==> src/rtl/cra_diag_pkg.sv <==
// Shared types and encodings for the CRA diagnostic sequencer.
// Vectors are [N-1:0]; bit 0 of the MSB-first drawings is bit N-1 here.
package cra_diag_pkg;

  localparam int unsigned ADR_W  = 11;
  localparam int unsigned EBUS_W = 36;
  localparam int unsigned SEL_W  = 3;
  localparam int unsigned FLD_W  = 6;
  localparam int unsigned CNT_W  = 8;

  typedef enum logic [1:0] {
    OP_LOAD   = 2'b00,
    OP_RD_ADR = 2'b01,
    OP_RD_LOC = 2'b10,
    OP_RD_SBR = 2'b11
  } cra_op_e;

  localparam logic [SEL_W-1:0] SEL_SBR_LO = 3'b010;
  localparam logic [SEL_W-1:0] SEL_ADR_LO = 3'b100;
  localparam logic [SEL_W-1:0] SEL_LOC_LO = 3'b110;

  typedef enum logic [2:0] {
    ST_IDLE,
    ST_ARB,
    ST_LD_LO,
    ST_LD_HI,
    ST_RD_LO,
    ST_RD_HI,
    ST_RESP
  } cra_state_e;

  typedef struct packed {
    logic [ADR_W-1:0] data;
    logic             parity;
    logic             err;
  } cra_rsp_t;

  // Low-half read select for a read op; the high half is this plus one.
  function automatic logic [SEL_W-1:0] lo_sel(input cra_op_e op);
    case (op)
      OP_RD_ADR: return SEL_ADR_LO;
      OP_RD_LOC: return SEL_LOC_LO;
      OP_RD_SBR: return SEL_SBR_LO;
      default:   return '0;
    endcase
  endfunction

endpackage

==> src/rtl/cra_diag_seq.sv <==
// CRA diagnostic sequencer: arbitrates for EBUS and runs the two-half
// dispatch-address load (051/052) or register read (14X) sequences.
module cra_diag_seq
  import cra_diag_pkg::*;
#(
  parameter int unsigned SETTLE_CYCLES = 2,
  parameter int unsigned GRANT_TIMEOUT = 63
) (
  input  logic              eboxClk,
  input  logic              eboxReset,
  input  logic              cmdValid,
  output logic              cmdReady,
  input  logic [1:0]        cmdOp,
  input  logic [ADR_W-1:0]  cmdAdr,
  output logic              rspValid,
  input  logic              rspReady,
  output logic [ADR_W-1:0]  rspData,
  output logic              rspParity,
  output logic              rspErr,
  output logic              ebusReq,
  input  logic              ebusGrant,
  output logic [EBUS_W-1:0] EBUS_OUT,
  output logic              diaFunc051,
  output logic              diaFunc052,
  output logic              diagReadFunc14X,
  output logic [SEL_W-1:0]  diagSel,
  input  logic [EBUS_W-1:0] CRA_EBUS
);

  cra_state_e        state_q, state_d;
  cra_op_e           op_q, op_d;
  logic [ADR_W-1:0]  adr_q, adr_d;
  logic [CNT_W-1:0]  cnt_q, cnt_d;
  logic [ADR_W-1:0]  data_q, data_d;
  logic              par_q, par_d;
  logic              err_q, err_d;

  logic              rdy_d, vld_d, req_d, f051_d, f052_d, f14x_d;
  logic [SEL_W-1:0]  sel_d;
  logic [EBUS_W-1:0] ebus_d;
  cra_rsp_t          rsp_d;

  // Only the right-justified 6-bit field of the CRA readback is meaningful.
  logic unused_cra_hi;
  assign unused_cra_hi = ^CRA_EBUS[EBUS_W-1:FLD_W];

  // Next state, datapath and next registered output values.
  always_comb begin
    state_d = state_q;
    op_d    = op_q;
    adr_d   = adr_q;
    cnt_d   = cnt_q;
    data_d  = data_q;
    par_d   = par_q;
    err_d   = err_q;

    case (state_q)
      ST_IDLE: begin
        if (cmdValid && cmdReady) begin
          op_d    = cra_op_e'(cmdOp);
          adr_d   = cmdAdr;
          cnt_d   = '0;
          data_d  = '0;
          par_d   = 1'b0;
          err_d   = 1'b0;
          state_d = ST_ARB;
        end
      end
      ST_ARB: begin
        // A grant in the same cycle as the timeout wins.
        if (ebusGrant) begin
          cnt_d   = '0;
          state_d = (op_q == OP_LOAD) ? ST_LD_LO : ST_RD_LO;
        end else if (cnt_q == CNT_W'(GRANT_TIMEOUT - 1)) begin
          err_d   = 1'b1;
          state_d = ST_RESP;
        end else begin
          cnt_d = cnt_q + CNT_W'(1);
        end
      end
      ST_LD_LO: state_d = ST_LD_HI;
      ST_LD_HI: state_d = ST_RESP;
      ST_RD_LO: begin
        if (cnt_q == CNT_W'(SETTLE_CYCLES - 1)) begin
          data_d[FLD_W-1:0] = CRA_EBUS[FLD_W-1:0];
          cnt_d             = '0;
          state_d           = ST_RD_HI;
        end else begin
          cnt_d = cnt_q + CNT_W'(1);
        end
      end
      ST_RD_HI: begin
        if (cnt_q == CNT_W'(SETTLE_CYCLES - 1)) begin
          data_d[ADR_W-1:FLD_W] = CRA_EBUS[FLD_W-2:0];
          par_d                 = (op_q == OP_RD_ADR) && CRA_EBUS[FLD_W-1];
          cnt_d                 = '0;
          state_d               = ST_RESP;
        end else begin
          cnt_d = cnt_q + CNT_W'(1);
        end
      end
      ST_RESP: begin
        if (rspReady) state_d = ST_IDLE;
      end
      default: state_d = ST_IDLE;
    endcase

    rdy_d  = (state_d == ST_IDLE);
    vld_d  = (state_d == ST_RESP);
    req_d  = (state_d == ST_ARB)   || (state_d == ST_LD_LO) || (state_d == ST_LD_HI) ||
             (state_d == ST_RD_LO) || (state_d == ST_RD_HI);
    f051_d = (state_d == ST_LD_LO);
    f052_d = (state_d == ST_LD_HI);
    f14x_d = (state_d == ST_RD_LO) || (state_d == ST_RD_HI);

    sel_d = '0;
    if (state_d == ST_RD_LO) sel_d = lo_sel(op_d);
    if (state_d == ST_RD_HI) sel_d = lo_sel(op_d) + SEL_W'(1);

    ebus_d = '0;
    if (state_d == ST_LD_LO) ebus_d[EBUS_W-1 -: FLD_W]       = adr_d[FLD_W-1:0];
    if (state_d == ST_LD_HI) ebus_d[EBUS_W-2 -: ADR_W-FLD_W] = adr_d[ADR_W-1:FLD_W];

    rsp_d = '0;
    if (vld_d) rsp_d = '{data: data_d, parity: par_d, err: err_d};
  end

  // State, datapath and output registers.
  always_ff @(posedge eboxClk) begin
    if (eboxReset) begin
      state_q         <= ST_IDLE;
      op_q            <= OP_LOAD;
      adr_q           <= '0;
      cnt_q           <= '0;
      data_q          <= '0;
      par_q           <= 1'b0;
      err_q           <= 1'b0;
      cmdReady        <= 1'b1;
      rspValid        <= 1'b0;
      rspData         <= '0;
      rspParity       <= 1'b0;
      rspErr          <= 1'b0;
      ebusReq         <= 1'b0;
      EBUS_OUT        <= '0;
      diaFunc051      <= 1'b0;
      diaFunc052      <= 1'b0;
      diagReadFunc14X <= 1'b0;
      diagSel         <= '0;
    end else begin
      state_q         <= state_d;
      op_q            <= op_d;
      adr_q           <= adr_d;
      cnt_q           <= cnt_d;
      data_q          <= data_d;
      par_q           <= par_d;
      err_q           <= err_d;
      cmdReady        <= rdy_d;
      rspValid        <= vld_d;
      rspData         <= rsp_d.data;
      rspParity       <= rsp_d.parity;
      rspErr          <= rsp_d.err;
      ebusReq         <= req_d;
      EBUS_OUT        <= ebus_d;
      diaFunc051      <= f051_d;
      diaFunc052      <= f052_d;
      diagReadFunc14X <= f14x_d;
      diagSel         <= sel_d;
    end
  end

endmodule

==> config.mk <==
export PLATFORM = sky130hd
export DESIGN_NAME = cra_diag_seq
export DESIGN_NICKNAME = d
export VERILOG_FILES = /design/src/rtl/cra_diag_pkg.sv /design/src/rtl/cra_diag_seq.sv
export SDC_FILE = /design/constraint.sdc
export NUM_CORES = 1
export LEC_CHECK = 0
export BUFFER_PORTS_ARGS = -buffer_cell sky130_fd_sc_hd__buf_2
export CAP_MARGIN = 20
export CORE_ASPECT_RATIO = 0.7
export CORE_MARGIN = 2
export CORE_UTILIZATION = 31
export CTS_BUF_LIST = sky130_fd_sc_hd__clkbuf_8
export DETAILED_ROUTE_END_ITERATION = 7
export PLACE_DENSITY = 0.56
export REMOVE_ABC_BUFFERS = 1
export SLEW_MARGIN = 10
export SYNTH_ARGS = -nofsm -noshare
export SYNTH_HDL_FRONTEND = slang
export SYNTH_SLANG_ARGS = --single-unit
==> constraint.sdc <==
create_clock -name eboxClk -period 4.57 [get_ports eboxClk]
set_clock_uncertainty 0.2 [all_clocks]
set_input_delay 1.371 -clock eboxClk [delete_from_list [all_inputs] [get_ports eboxClk]]
set_output_delay 1.371 -clock eboxClk [all_outputs]
set_load 0.05 [all_outputs]
==> impl_metrics.env, run 1 <==
export IMPL_hold_buffers=0
export IMPL_yosys_warnings=0
export IMPL_seq_area_frac_synth_pct=47.34
export IMPL_post_route_util_pct=36.52
export IMPL_rsz0062_at_grt="no"
export IMPL_wl_per_cell_um=12.45
export IMPL_cts_setup_buffers=0
export IMPL_die_h_um=82.79
export IMPL_cp_max_fo=14
export IMPL_coreArea_sq_mm=0.008548
export IMPL_placed_cell_area_sq_mm=0.002959
export IMPL_timing_rr_start="cnt_q[1]$_SDFFE_PP0P_"
export IMPL_vdd_drop_max_mv=0.1188
export IMPL_initial_core_util_pct=32.16
export IMPL_cts_sinks=65
export IMPL_worstSetupPathType="in2reg"
export IMPL_worstSetupStartpoint="ebusGrant"
export IMPL_row_count=28
export IMPL_dp_hpwl_mm=4.121
export IMPL_finalSetupViolCount=0
export IMPL_synth_cells=292
export IMPL_hold_viol=0
export IMPL_htree_levels=3
export IMPL_grt_max_degree=31
export IMPL_numCtsBuffers=9
export IMPL_gp_congestion=0.7892
export IMPL_synth_enable_flop_cells=0
export IMPL_vias=2047
export IMPL_synth_ff_type="dfxtp_1"
export IMPL_port_buffers=51
export IMPL_worstHoldPathType="reg2reg"
export IMPL_design_die_area_sq_mm=0.009649
export IMPL_p_leak_nw=1.363
export IMPL_async_reset_ff_share_pct=0
export IMPL_grtUsageTotal_pct=12.50
export IMPL_synthesis_area_sq_mm=0.002749
export IMPL_drt_first_pass_iters=4
export IMPL_worst_ep_required_time_ps=4630
export IMPL_avgSynthCellArea_sq_um=9.414
export IMPL_n_fill_cell=921
export IMPL_tightest_slew_ps=751.1
export IMPL_final_cell_mix="dfxtp_1 (65), buf_2 (51), nor2_1 (33)"
export IMPL_end_kind="flop"
export IMPL_synth_seq_cells=65
export IMPL_layout_commonest_cell="dfxtp_1"
export IMPL_ys_types=49
export IMPL_layout_drive_gt1_share_pct=22.90
export IMPL_via_per_inst=4.402
export IMPL_slew_viol_final=0
export IMPL_power_density_mw_per_mm2=420.5
export IMPL_maxCapViolations=0
export IMPL_grt_pass1_vias=1864
export IMPL_tns_ps=0
export IMPL_final_cells=465
export IMPL_max_slew_margin_pct=49.54
export IMPL_antenna_left=0
export IMPL_antenna_cells=0
export IMPL_clk_latency_ps=330
export IMPL_start_kind="primary input"
export IMPL_finalPower_mw=1.313
export IMPL_fin_nets=397
export IMPL_cts_tree="built"
export IMPL_timing_final_crit_share_pct=61.97
export IMPL_status="completed"
export IMPL_drc_errors=0
export IMPL_numPlacedInstances=449
export IMPL_fmax_mhz=353.1
export IMPL_cts_root_buffer="clkbuf_8"
export IMPL_min_from="adr_q[5]$_SDFF_PP0_"
export IMPL_die_w_um=116.6
export IMPL_cts_resized=0
export IMPL_drt_wl_total_mm=5.790
export IMPL_clk_pin_slew_worst_paths_ps=70
export IMPL_period_needed_ps=2832
export IMPL_io_pins=112
export IMPL_gr_total_overflow=0
export IMPL_drt_iter0_markers=97
export IMPL_cts_buffer_depth=2
export IMPL_antenna_found_initial=0
export IMPL_arrival_ps=2890
export IMPL_final_cell_area_sq_mm=0.003122
export IMPL_synthToLayoutAreaGrowth_pct=13.56
export IMPL_grt_pass1_wl_mm=9.121
==> layer usage <==
metal	track usage (%)	up-vias	share of wire, %
met1	16.90	957	50
met3	4.575	4	7.4
met5	0	-	0
met2	18.66	64	42
li1	-	1022	-
met4	3.882	0	0.62
==> flip-flops by register name, summed over array words and instances (netlist names) <==
name             flops
EBUS_OUT             6
adr_q               11
cmdReady             1
cnt_q                8
data_q              11
diaFunc051           1
diaFunc052           1
diagReadFunc14X      1
diagSel              3
ebusReq              1
err_q                1
op_q                 2
par_q                1
rspData             11
rspErr               1
rspParity            1
rspValid             1
state_q              3
==> layout make-up <==
class | instances | area (sq um) | area share, %
Sequential cell | 65 | 1301 | 41.68
Multi-Input combinational cell | 208 | 1234 | 39.52
Timing Repair Buffer | 51 | 255.2 | 8.176
Tap cell | 120 | 150.1 | 4.810
Clock buffer | 9 | 123.9 | 3.968
Clock inverter | 7 | 38.79 | 1.242
Inverter | 5 | 18.77 | 0.6012
==> synth_stat cells, drive strengths merged (6+ instances only) <==
cell	n	area share [%]
dfxtp	65	47
buf	39	11
xor2	7	2.2
nand2	31	4.2
nor2b	12	2.7
a22o	11	3.5
nand3	9	2.1
a21oi	14	2.5
and3	6	1.4
nor2	33	4.5
==> path summary, 6_finish.rpt <==
| kind | end | cells past startpoint | slack, ps |
|---|---|---|---|
| setup reg to reg | rspData[10]$_SDFF_PP0_ | 6 | 2090 |
| hold reg to reg | adr_q[5]$_SDFF_PP0_ | 2 | 260 |
| hold / removal | adr_q[5]$_SDFF_PP0_ | 2 | 260 |
| setup / recovery | rspData[10]$_SDFF_PP0_ | 6 | 1740 |
==> power breakdown <==
group | switching [mW] | internal, mW
Combinational | 0.208 | 0.0757
Clock | 0.214 | 0.190
Sequential | 0.0277 | 0.598
==> worst max-delay path, stage by stage <==
cell and delay, ps:
buf_2 120, nor4b_2 400, nand3_4 200, nand2_1 110, nand3_1 410, nor2b_1 280
==> kinds of logic after synthesis <==
group	after synthesis	synth area share, %
other	1	0.1364
DFF	65	47.34
buffers and inverters	48	11.74
xor gates and xnor gates	9	2.868
adders and majority gates	3	1.366
AOI/OAI and AO/OA	51	13.47
muxes	1	0.3641
and+or+nand+nor	114	22.71
==> metrics by stage <==
step                setup WS [ps]  hold WS, ps
CTS                          1676        260.6
detailed placement           1315        250.3
global placement             1289        245.4
global route                 1575        291.9
floorplan                    1703        226.7
finish                       1738        257.7
No activity file was read; power rests on OpenSTA's default activity.
==> inputs of run 2 (changes only) <==
--- a/config.mk
+++ b/config.mk
@@ -12,7 +12,7 @@
 export CORE_UTILIZATION = 31
 export CTS_BUF_LIST = sky130_fd_sc_hd__clkbuf_8
 export DETAILED_ROUTE_END_ITERATION = 7
-export PLACE_DENSITY = 0.56
+export PLACE_DENSITY = 0.59
 export REMOVE_ABC_BUFFERS = 1
 export SLEW_MARGIN = 10
 export SYNTH_ARGS = -nofsm -noshare
==> constraint.sdc (replaced) <==
create_clock -name eboxClk -period 2.5 [get_ports eboxClk]
set_clock_uncertainty 0.2 [all_clocks]
set_input_delay 0.75 -clock eboxClk [delete_from_list [all_inputs] [get_ports eboxClk]]
set_output_delay 0.75 -clock eboxClk [all_outputs]
set_load 0.05 [all_outputs]
==> run 2 against run 1 <==
Combinational power rose by 90%; worst setup slack got worse by 1500 ps; flip-flop and latch count did not move; core utilization rose by 0.63 points; clock power rose by 79%; power rose by 83%; wire length barely moved; die area did not move; worst hold slack improved by 2.1 ps; critical path type is now reg2reg; register-to-register slack got worse by 1900 ps; via count rose by 0.20%; cell area rose by 1.7%.
==> impl_metrics.env, run 2 (synthesis gave the netlist of run 1 again) <==
export IMPL_htree_levels=3
export IMPL_tns_ps=0
export IMPL_crit_chain="inv_1 > ha_1 > nor3b_2 > a211oi_1 > o211ai_2 > or3_4 > a211oi_2"
export IMPL_top_regs="adr_q x11, data_q x11, rspData x11"
export IMPL_finalSetupViolCount=0
export IMPL_multi_input_area_sq_mm=0.001234
export IMPL_fin_nets=405
export IMPL_tightest_slew_ps=639.5
export IMPL_antenna_cells=0
export IMPL_via_per_inst=4.336
export IMPL_drt_wl_total_mm=5.785
export IMPL_drc_errors=0
export IMPL_final_cell_area_sq_mm=0.003176
export IMPL_cts_buffer_depth=2
export IMPL_layout_drive_gt1_share_pct=23.80
export IMPL_layout_setup_ws_ps=210.2
export IMPL_start_kind="flop"
export IMPL_end_kind="flop"
export IMPL_use_met2_pct=17.97
export IMPL_arrival_ps=2360
export IMPL_gr_total_overflow=0
export IMPL_slew_viol_final=0
export IMPL_design_die_area_sq_mm=0.009649
export IMPL_cts_sinks=65
export IMPL_timing_rr_start="cnt_q[0]$_SDFFE_PP0P_"
export IMPL_die_h_um=82.79
export IMPL_io_pins=112
export IMPL_worst_ep_required_time_ps=2570
export IMPL_antenna_left=0
export IMPL_layout_commonest_cell="dfxtp_1"
export IMPL_coreArea_sq_mm=0.008548
export IMPL_reg2reg_slack_ps=210
export IMPL_timing_final_crit_share_pct=91.59
export IMPL_grt_util_met1_pct=17.11
export IMPL_worstSetupPathType="reg2reg"
export IMPL_min_from="adr_q[5]$_SDFF_PP0_"
export IMPL_busiest_layer="met2"
export IMPL_hold_buffers=0
export IMPL_dp_slack_ps=80.91
export IMPL_drt_first_pass_iters=4
export IMPL_max_slew_margin_pct=57.04
export IMPL_rsz0062_at_grt="no"
export IMPL_power_density_mw_per_mm2=757.9
export IMPL_die_w_um=116.6
export IMPL_synthToLayoutAreaGrowth_pct=15.52
export IMPL_numCtsBuffers=9
export IMPL_grt_max_degree=18
export IMPL_worstSetupStartpoint="cnt_q[0]$_SDFFE_PP0P_"
export IMPL_grt_pass1_wl_mm=9.246
export IMPL_cts_root_buffer="clkbuf_8"
export IMPL_dp_hpwl_mm=4.137
export IMPL_hold_viol=0
export IMPL_gp_congestion=0.8289
export IMPL_fmax_mhz=436.7
export IMPL_slowest_delay_ps=450
export IMPL_status="completed"
export IMPL_grt_pass1_vias=1900
export IMPL_p_leak_nw=1.409
export IMPL_antenna_found_initial=0
export IMPL_grt_use_met3_pct=6.100
export IMPL_ff_latch_area_sq_mm=0.001301
export IMPL_clk_pin_slew_worst_paths_ps=70
export IMPL_maxCapViolations=0
export IMPL_vdd_drop_max_mv=0.4135
export IMPL_cts_resized=0
export IMPL_n_fill_cell=929
export IMPL_drt_iter0_markers=114
export IMPL_initial_core_util_pct=32.16
export IMPL_cts_setup_buffers=0
export IMPL_cp_endpoint="diagSel[2]$_SDFF_PP0_"
export IMPL_ff2ff_path_depth=7
export IMPL_worstHoldPathType="reg2reg"
export IMPL_final_cell_mix="dfxtp_1 (65), buf_2 (51), nor2_1 (33)"
export IMPL_vias=2051
export IMPL_placed_cell_area_sq_mm=0.003019
export IMPL_row_count=28
export IMPL_grtUsageTotal_pct=12.85
export IMPL_clk_latency_ps=350
export IMPL_slowest_stage="or3_4"
export IMPL_cts_tree="built"
export IMPL_wl_per_cell_um=12.23
export IMPL_reg2reg_to="diagSel[2]$_SDFF_PP0_"
export IMPL_period_needed_ps=2290
export IMPL_port_buffers=51
export IMPL_cp_max_fo=6
[run 2: cell types whose count changed in the layout (fill, tap and decap cells not counted), sizes merged]
| cell | previous run | this run |
|---|---|---|
| clkinv | 4 | 2 |
| inv | 6 | 9 |
| clkinvlp | 2 | 1 |
| buf | 51 | 59 |
[run 2: how the worst min path moves through the flow]
| stage | endpoint | cells past startpoint |
|---|---|---|
| 2_1_floorplan | adr_q[5]$_SDFF_PP0_ | 2 |
| 3_3_place_gp | adr_q[5]$_SDFF_PP0_ | 2 |
| 3_5_place_dp | adr_q[5]$_SDFF_PP0_ | 2 |
| 4_1_cts | adr_q[5]$_SDFF_PP0_ | 2 |
| 5_1_grt | adr_q[6]$_SDFF_PP0_ | 2 |
| 6_report | adr_q[5]$_SDFF_PP0_ | 2 |
[run 2: worst max-delay path, delay by kind of cell (launching register included)]
kind	cells	cell delay, ps
simple gates	2	640
compound gates	3	650
flops	1	430
fa+ha+maj	1	210
buf+inv	1	90
[run 2: area by class of cell]
| class | instances | share of cell area (%) |
|---|---|---|
| clock buffers | 9 | 3.901 |
| clock inverters | 7 | 1.024 |
| flip-flops and latches | 65 | 40.98 |
| well taps | 120 | 4.728 |
| multi-input cells | 208 | 38.85 |
| repair buffers | 59 | 9.929 |
| inverters | 5 | 0.5910 |
[run 2: per-layer routing]
layer / up-vias / routed length [um] / share of wire, %
met1: 928 / 2852 / 49
met2: 67 / 2347 / 41
li1: 1045 / - / -
met4: 0 / 93 / 1.6
met5: - / 0 / 0
met3: 11 / 491 / 8.5
[run 2: report_power, final]
group	switching (mW)	internal (mW)
registers	0.0510	1.09
clock network	0.381	0.341
logic	0.382	0.159
[run 2: through the flow]
stage                     util [%]  hold slack [ps]  std cells  power, mW
final                        37.15            259.9        473      2.407
after floorplan                  -            226.7        278      1.554
after global placement       35.32            245.1        457      1.699
after CTS                    37.15            264.6        473      2.444
after global routing         37.15            282.0        473      2.552
after detailed placement     35.32            255.0        457      1.705
